`src/rtl/persiana_planta.sv`:
```
// Plant model of a motorized blind, used as the loopback partner of the blind controller.
// It takes the motor commands subir/bajar and produces the limit/mid sensors that the
// controller reads. Position moves one step per prescaled tick.
//
// Optional feature: define STALL_DETECT_EN to fault after STALL_TICKS consecutive ticks
// of driving against an end stop. Without it, driving against a stop saturates forever.
//
// Ports:
//   clk       in   system clock
//   reseteo   in   asynchronous, active-high reset
//   ena       in   1 = prescaler and FSM run; 0 = everything holds
//   subir     in   motor up command
//   bajar     in   motor down command
//   Ssup      out  upper limit sensor (posicion == TRAVEL_TICKS)
//   Smed      out  mid sensor (posicion within MID_POS +/- MID_WIN)
//   Sinf      out  lower limit sensor (posicion == 0)
//   posicion  out  current position, 0..TRAVEL_TICKS
//   moviendo  out  1 while moving up or down
//   falla     out  sticky fault flag, cleared only by reset
module persiana_planta #(
  parameter int unsigned PRESCALE     = 4,
  parameter int unsigned TRAVEL_TICKS = 20,
  parameter int unsigned MID_POS      = 10,
  parameter int unsigned MID_WIN      = 1,
  parameter int unsigned POS_INIT     = 0,
  parameter int unsigned STALL_TICKS  = 3
) (
  input  logic       clk,
  input  logic       reseteo,
  input  logic       ena,
  input  logic       subir,
  input  logic       bajar,
  output logic       Ssup,
  output logic       Smed,
  output logic       Sinf,
  output logic [7:0] posicion,
  output logic       moviendo,
  output logic       falla
);

  localparam int unsigned PW = (PRESCALE > 1) ? $clog2(PRESCALE) : 1;
  localparam logic [PW-1:0] PrescMax = PW'(PRESCALE - 1);
  localparam logic [7:0] TravelPos = TRAVEL_TICKS[7:0];
  localparam logic [7:0] InitPos   = POS_INIT[7:0];
  localparam int MidLo = int'(MID_POS) - int'(MID_WIN);
  localparam int MidHi = int'(MID_POS) + int'(MID_WIN);

  typedef enum logic [1:0] {
    StReposo,
    StSubiendo,
    StBajando,
    StFalla
  } estado_e;

  estado_e       estado_q, estado_d;
  logic [PW-1:0] presc_q, presc_d;
  logic [7:0]    pos_q, pos_d;
  logic          tick;
  int            pos_int;

  assign tick = ena && (presc_q == PrescMax);

`ifdef STALL_DETECT_EN
  localparam int unsigned SW = $clog2(STALL_TICKS + 1);
  localparam logic [SW-1:0] StallMax = SW'(STALL_TICKS);

  logic [SW-1:0] stall_q, stall_d;
  logic          en_tope;

  // Pushing against the stop in the direction of travel with only that command held.
  always_comb begin
    en_tope = 1'b0;
    if (estado_q == StSubiendo && subir && !bajar && pos_q == TravelPos) en_tope = 1'b1;
    if (estado_q == StBajando && bajar && !subir && pos_q == 8'd0)      en_tope = 1'b1;
  end

  always_comb begin
    stall_d = stall_q;
    if (tick) stall_d = en_tope ? stall_q + 1'b1 : '0;
  end

  always_ff @(posedge clk or posedge reseteo) begin
    if (reseteo) stall_q <= '0;
    else         stall_q <= stall_d;
  end
`else
  logic unused_stall_ticks;
  assign unused_stall_ticks = ^STALL_TICKS;
`endif

  always_comb begin
    presc_d  = presc_q;
    estado_d = estado_q;
    pos_d    = pos_q;

    if (ena) presc_d = (presc_q == PrescMax) ? '0 : presc_q + 1'b1;

    if (tick) begin
      unique case (estado_q)
        StReposo: begin
          // Entry tick only changes state; motion starts on the following tick.
          if (subir && bajar)                   estado_d = StFalla;
          else if (subir && pos_q < TravelPos)  estado_d = StSubiendo;
          else if (bajar && pos_q != 8'd0)      estado_d = StBajando;
        end
        StSubiendo: begin
          if (subir && bajar) estado_d = StFalla;
          else if (subir) begin
            if (pos_q < TravelPos) pos_d = pos_q + 8'd1;
          end else estado_d = StReposo;
        end
        StBajando: begin
          if (subir && bajar) estado_d = StFalla;
          else if (bajar) begin
            if (pos_q != 8'd0) pos_d = pos_q - 8'd1;
          end else estado_d = StReposo;
        end
        StFalla: estado_d = StFalla;
        default: estado_d = StFalla;
      endcase
`ifdef STALL_DETECT_EN
      if (en_tope && stall_d >= StallMax) estado_d = StFalla;
`endif
    end
  end

  always_ff @(posedge clk or posedge reseteo) begin
    if (reseteo) begin
      presc_q  <= '0;
      estado_q <= StReposo;
      pos_q    <= InitPos;
    end else begin
      presc_q  <= presc_d;
      estado_q <= estado_d;
      pos_q    <= pos_d;
    end
  end

  // All outputs decode from registered state so subir/bajar never reach them directly.
  assign pos_int  = int'(pos_q);
  assign posicion = pos_q;
  assign Ssup     = (pos_q == TravelPos);
  assign Sinf     = (pos_q == 8'd0);
  assign Smed     = (pos_int >= MidLo) && (pos_int <= MidHi);
  assign moviendo = (estado_q == StSubiendo) || (estado_q == StBajando);
  assign falla    = (estado_q == StFalla);

endmodule

```
`config.mk`:
```
export PLATFORM = sky130hd
export DESIGN_NAME = persiana_planta
export DESIGN_NICKNAME = d
export VERILOG_FILES = /design/src/rtl/persiana_planta.sv
export SDC_FILE = /design/constraint.sdc
export NUM_CORES = 1
export LEC_CHECK = 0
export CORE_MARGIN = 10
export CORE_UTILIZATION = 55
export CTS_BUF_LIST = sky130_fd_sc_hd__clkbuf_4
export DETAILED_ROUTE_END_ITERATION = 8
export GPL_TIMING_DRIVEN = 0
export PLACE_DENSITY = 0.8
export SYNTH_ARGS = -nofsm -noshare
export SYNTH_HDL_FRONTEND = slang
export SYNTH_SLANG_ARGS = --single-unit
```
`constraint.sdc`:
```
create_clock -name clk -period 3.8 [get_ports clk]
set_input_delay 0.57 -clock clk [delete_from_list [all_inputs] [get_ports clk]]
set_output_delay 0.57 -clock clk [all_outputs]
set_load 0.01 [all_outputs]
```
* After elaboration in Yosys (flattened, before gate mapping)
Index checks and enable logic that the tools add are counted.
** Storage, ports and cells
- Word-level logic and storage cells :: 51
- Register bits after elaboration :: 12
- Output and inout bits :: 13
** Operators by class
- Mux-type cells :: 16
- $lt $le $gt $ge :: 3
- Reductions and logical operators :: 12
- Add/sub/neg operators :: 3
- Equality and inequality tests :: 14
** Operator list (count)
- 8-bit 2-to-1 mux :: 6
- 2-bit 2-to-1 mux :: 8
- 8-bit one-hot mux with 2 select lines :: 1
- 2-bit != test (second input constant) :: 6
- 8-bit by 1-bit adder with 8-bit output (second input constant) :: 1
- 8-bit by 5-bit == test with 1-bit output (second input constant) :: 1
- 8-bit by 4-bit greater-or-equal comparator with 1-bit output (second input constant) :: 1
- 8-bit by 4-bit <= comparator with 1-bit output (second input constant) :: 1
- 8-bit logical NOT :: 1
- 8-bit by 5-bit < comparator with 1-bit output (second input constant) :: 1
- 2-bit one-hot mux with 4 select lines :: 1
- 8-bit AND reduction :: 1
- 8-bit nonzero test :: 1
- 8-bit by 1-bit subtractor with 8-bit output (second input constant) :: 1
- 2-bit == test (second input constant) :: 3
- 3-bit != test (second input constant) :: 2
- 1-bit logical AND :: 5
- 4-bit != test (second input constant) :: 1
- 4-bit AND reduction :: 1
- 2-bit by 1-bit adder with 2-bit output (second input constant) :: 1
- 2-bit by 1-bit == test with 1-bit output (second input constant) :: 1
- 2-bit logical NOT :: 1
- 2-bit nonzero test :: 1
- 1-bit logical OR :: 1

* Depth between registers and ports, before layout
- Depth after elaboration :: 6
- Mapped depth :: 12

* Worst setup path before layout
No wires, ideal clock.
- Path kind :: reg-to-reg
- Start :: register estado_q[0]
- End :: register pos_q[6], in the netlist posicion[6]
- Library setup time :: 0.129 ns
- Cell stages (with the launch flop) :: 12
- Buffers on the path :: 2
- Setup slack :: 1.604 ns
- Arrival :: 2.067 ns
- Clock period less this slack :: 2.196 ns
- Path through :: dfrtp_1 > inv_1 > ha_1 > buf_2 > buf_2 > xor2_1 > ha_1 > o2bb2ai_1 > a22o_1 > o21ai_0 > nand3_2 > xnor2_1
** Between the ends
- Word-level cells in the longest chain between the ends :: 3
- Elaborated cells on any way between the ends :: 11
** Ends and longest elaborated chain
- start, declared :: line 55 : estado_e estado_q, estado_d;
- start signal, assigned :: line 130 : estado_q <= StReposo;
- start signal, assigned :: line 134 : estado_q <= estado_d;
- 2-bit by 1-bit == test with 1-bit output or 2-bit == test (tied branches) :: line 99 : unique case (estado_q)
- 2-bit != test (no line) or 2-bit nonzero test (tied branches)
- 8-bit AND reduction (no line)
- end signal, assigned :: line 131 : pos_q <= InitPos;
- end signal, assigned :: line 135 : pos_q <= pos_d;
- end, declared :: line 57 : logic [7:0] pos_q, pos_d;
Parallel ways exist; a longest one is shown, timed or not.
A chain may end at the register's enable or synchronous reset.

* Final worst setup path
- Start :: register pos_q[6], in the netlist posicion[6]
- End :: output port Sinf
** Between the ends
- Word-level cells in the longest chain between the ends :: 1
** Ends and longest elaborated chain
- 8-bit logical NOT :: line 143 : assign Sinf = (pos_q == 8'd0);
- end, declared :: line 35 : output logic Sinf,
No other way between the ends.

==> results.json <==
{
  "finalPower_w": 0.00122,
  "synthCells": 136,
  "cap_violations": 0,
  "synth-edff-count": 0,
  "synthArstFlopShare_pct": 100,
  "seqCellArea_um2": 300,
  "synth_top_area_share_pct": 26.3,
  "p_leak_nw": 0.571,
  "initial_utilization_pct": 58.2,
  "synth_top_area_cell": "dfrtp_1",
  "synth_area_um2": 1140,
  "worst_slew_pin_slew_ps": 504,
  "crit_type": "reg -> out",
  "htreeDepth": 1,
  "n_antenna_cell": 0,
  "grt_overflow": 0,
  "cts_setup_buffers": 0,
  "power_density_nw_per_um2": 892,
  "hold_viol": 0,
  "cp_cell_sequence": "nor3_2 -> and3_2 -> clkdlybuf4s50_1",
  "postCtsResizedCells": 0,
  "rsz0062_at_grt": "no",
  "wl_um": 2800,
  "clock_latency_ps": 280,
  "setup_slack_ps": 1310,
  "num_vias": 1082,
  "first_pass_iters": 4,
  "port_buffers": 16,
  "max_freq_ghz": 0.401,
  "skew_ps": 3.33,
  "wire_per_inst_um": 15.3,
  "drt_iter0_markers": 69,
  "rows": 16,
  "multi_input_area_um2": 752,
  "yosysWarnings": 0,
  "cts-buffers-inserted": 3,
  "final_nets": 170,
  "grtUsageTotal_pct": 13.7,
  "syn_nets": 149,
  "cts_tree": "built",
  "synthTopCellsByArea": "dfrtp_1 (26%), ha_1 (8.8%), xnor2_1 (6.1%), a21oi_1 (5.3%), nand2_1 (3.9%)",
  "floorplan.die.width_um": 65.6,
  "crit_arrival_ps": 1920,
  "worstSetupStartpointType": "register",
  "synth_cell_types": 46,
  "ir_worst_vdd_v": 0.000556,
  "synthTopCellsByCount": "a21oi_1 (12), dfrtp_1 (12), nand2_1 (12), nor2_1 (10)",
  "ios": 18,
  "drive_gt1_share_pct": 16.0,
  "cts_buffer_depth": 2,
  "critPathMaxFanout": 6,
  "critPathMaxStageDelay_ps": 540,
  "synth_seq_cells": 12,
  "synth_ff_type": "dfrtp_1",
  "hold_path_class": "reg -> reg",
  "clkTransAtPathRegs_ps": 80,
  "grt_pass1_vias": 1062,
  "area_growth_syn_to_layout_pct": 19.3,
  "period_minus_slack_ps": 2490,
  "slew_viol_final": 0,
  "place_area_um2": 1340,
  "place_congestion": 0.959,
  "antenna_found_initial": 0,
  "status": "complete, no violations",
  "grt_pass1_wl_um": 4740,
  "vias_per_cell": 5.91,
  "drc": 0,
  "setup_viol": 0,
  "avgSynthCellArea_um2": 8.40,
  "required_ps": 3230,
  "die_area_um2": 4300,
  "fin_crit_sh_pct": 65.6,
  "yosysSeqAreaShare_pct": 26.3,
  "postRouteAntennaNets": 0,
  "finalSetupTns_ps": 0,
  "fin_area_um2": 1360,
  "slowest_stage": "clkdlybuf4s50_1",
  "fillers": 184,
  "cts_sinks": 12,
  "slew-limit-headroom_pct": 66.3,
  "dp_hpwl_um": 2080,
  "root_buffer": "clkbuf_4",
  "core-area_um2": 1960,
  "hold_ws_ps": 521,
  "grt_max_degree": 13,
  "postCtsHoldBufs": 0,
  "endpoint_kind": "output pin",
  "die_y_um": 65.6,
  "place_ws_ps": 1380
}
[worst max-delay path, delay by kind of cell, from the launching register on]
kind                   cells  cell delay (ps)
and+or+nand+nor            2              640
DFF                        1              470
buffers and inverters      1              540
[sequential cells by signal, indices dropped and copies added (netlist names)]
signal    count
estado_q      2
posicion      8
presc_q       2
[metrics by stage]
| stage | std cells | util, % |
|---|---|---|
| 6_report | 183 | 69.5 |
| 5_1_grt | 183 | 69.5 |
| 4_1_cts | 183 | 69.5 |
| 3_5_place_dp | 179 | 68.1 |
| 3_3_place_gp | 179 | 68.1 |
| 2_1_floorplan | 136 | - |
[worst paths after layout]
kind | startpoint | end | slack [ps] | depth (start not counted)
min in group asynchronous | reseteo | estado_q[0] | 610 | 2
min | presc_q[1] | presc_q[1] | 520 | 1
min reg2reg | presc_q[1] | presc_q[1] | 520 | 1
max in group asynchronous | reseteo | estado_q[1] | 2850 | 2
max | posicion[6] | Sinf | 1310 | 3
max reg2reg | estado_q[0] | posicion[4] | 1360 | 12
[cell usage in the layout, fill, tap and decap left out, drive strengths merged, types with 6 or more instances in the layout]
cell	count
ha	8
nor2	10
buf	9
xnor2	8
a21oi	13
nand2	12
o21ai	11
inv	6
clkdlybuf4s50	16
nor3	6
dfrtp	12
[layer usage]
layer / part of all wire [%] / up-vias / routed length, um / track usage [%]
li1: - / 518 / - / -
met1: 42 / 521 / 1170 / 14.8
met2: 51 / 38 / 1430 / 24.4
met3: 6.0 / 5 / 168 / 3.73
met4: 1.1 / 0 / 31 / 5.61
met5: 0 / - / 0 / 0
[logic make-up after synthesis]
logic type,Yosys count,share of synthesized area (%)
and+or+nand+nor,43,21.0
AOI/OAI and AO/OA,39,21.1
buffers and inverters,17,7.89
DFF,12,26.3
xor gates and xnor gates,10,7.67
adders and majority gates,8,8.76
muxes,7,7.23
[cell type report]
type / instances / share of cell area (%)
multi-input combinational: 107 / 55.2
sequential: 12 / 22.0
timing repair buffer: 16 / 11.8
buffer: 10 / 4.68
tap: 27 / 2.48
inverter: 7 / 1.93
clock buffer: 3 / 1.65
clock inverter: 1 / 0.275
[where the power goes]
part	internal [W]	leakage [nW]	switching (W)
logic	0.000408	0.405	0.000460
clock network	0.0000381	0.0154	0.0000476
registers	0.000188	0.151	0.0000739
total	0.000634	0.571	0.000582
No activity file was read; power rests on OpenSTA's default activity.
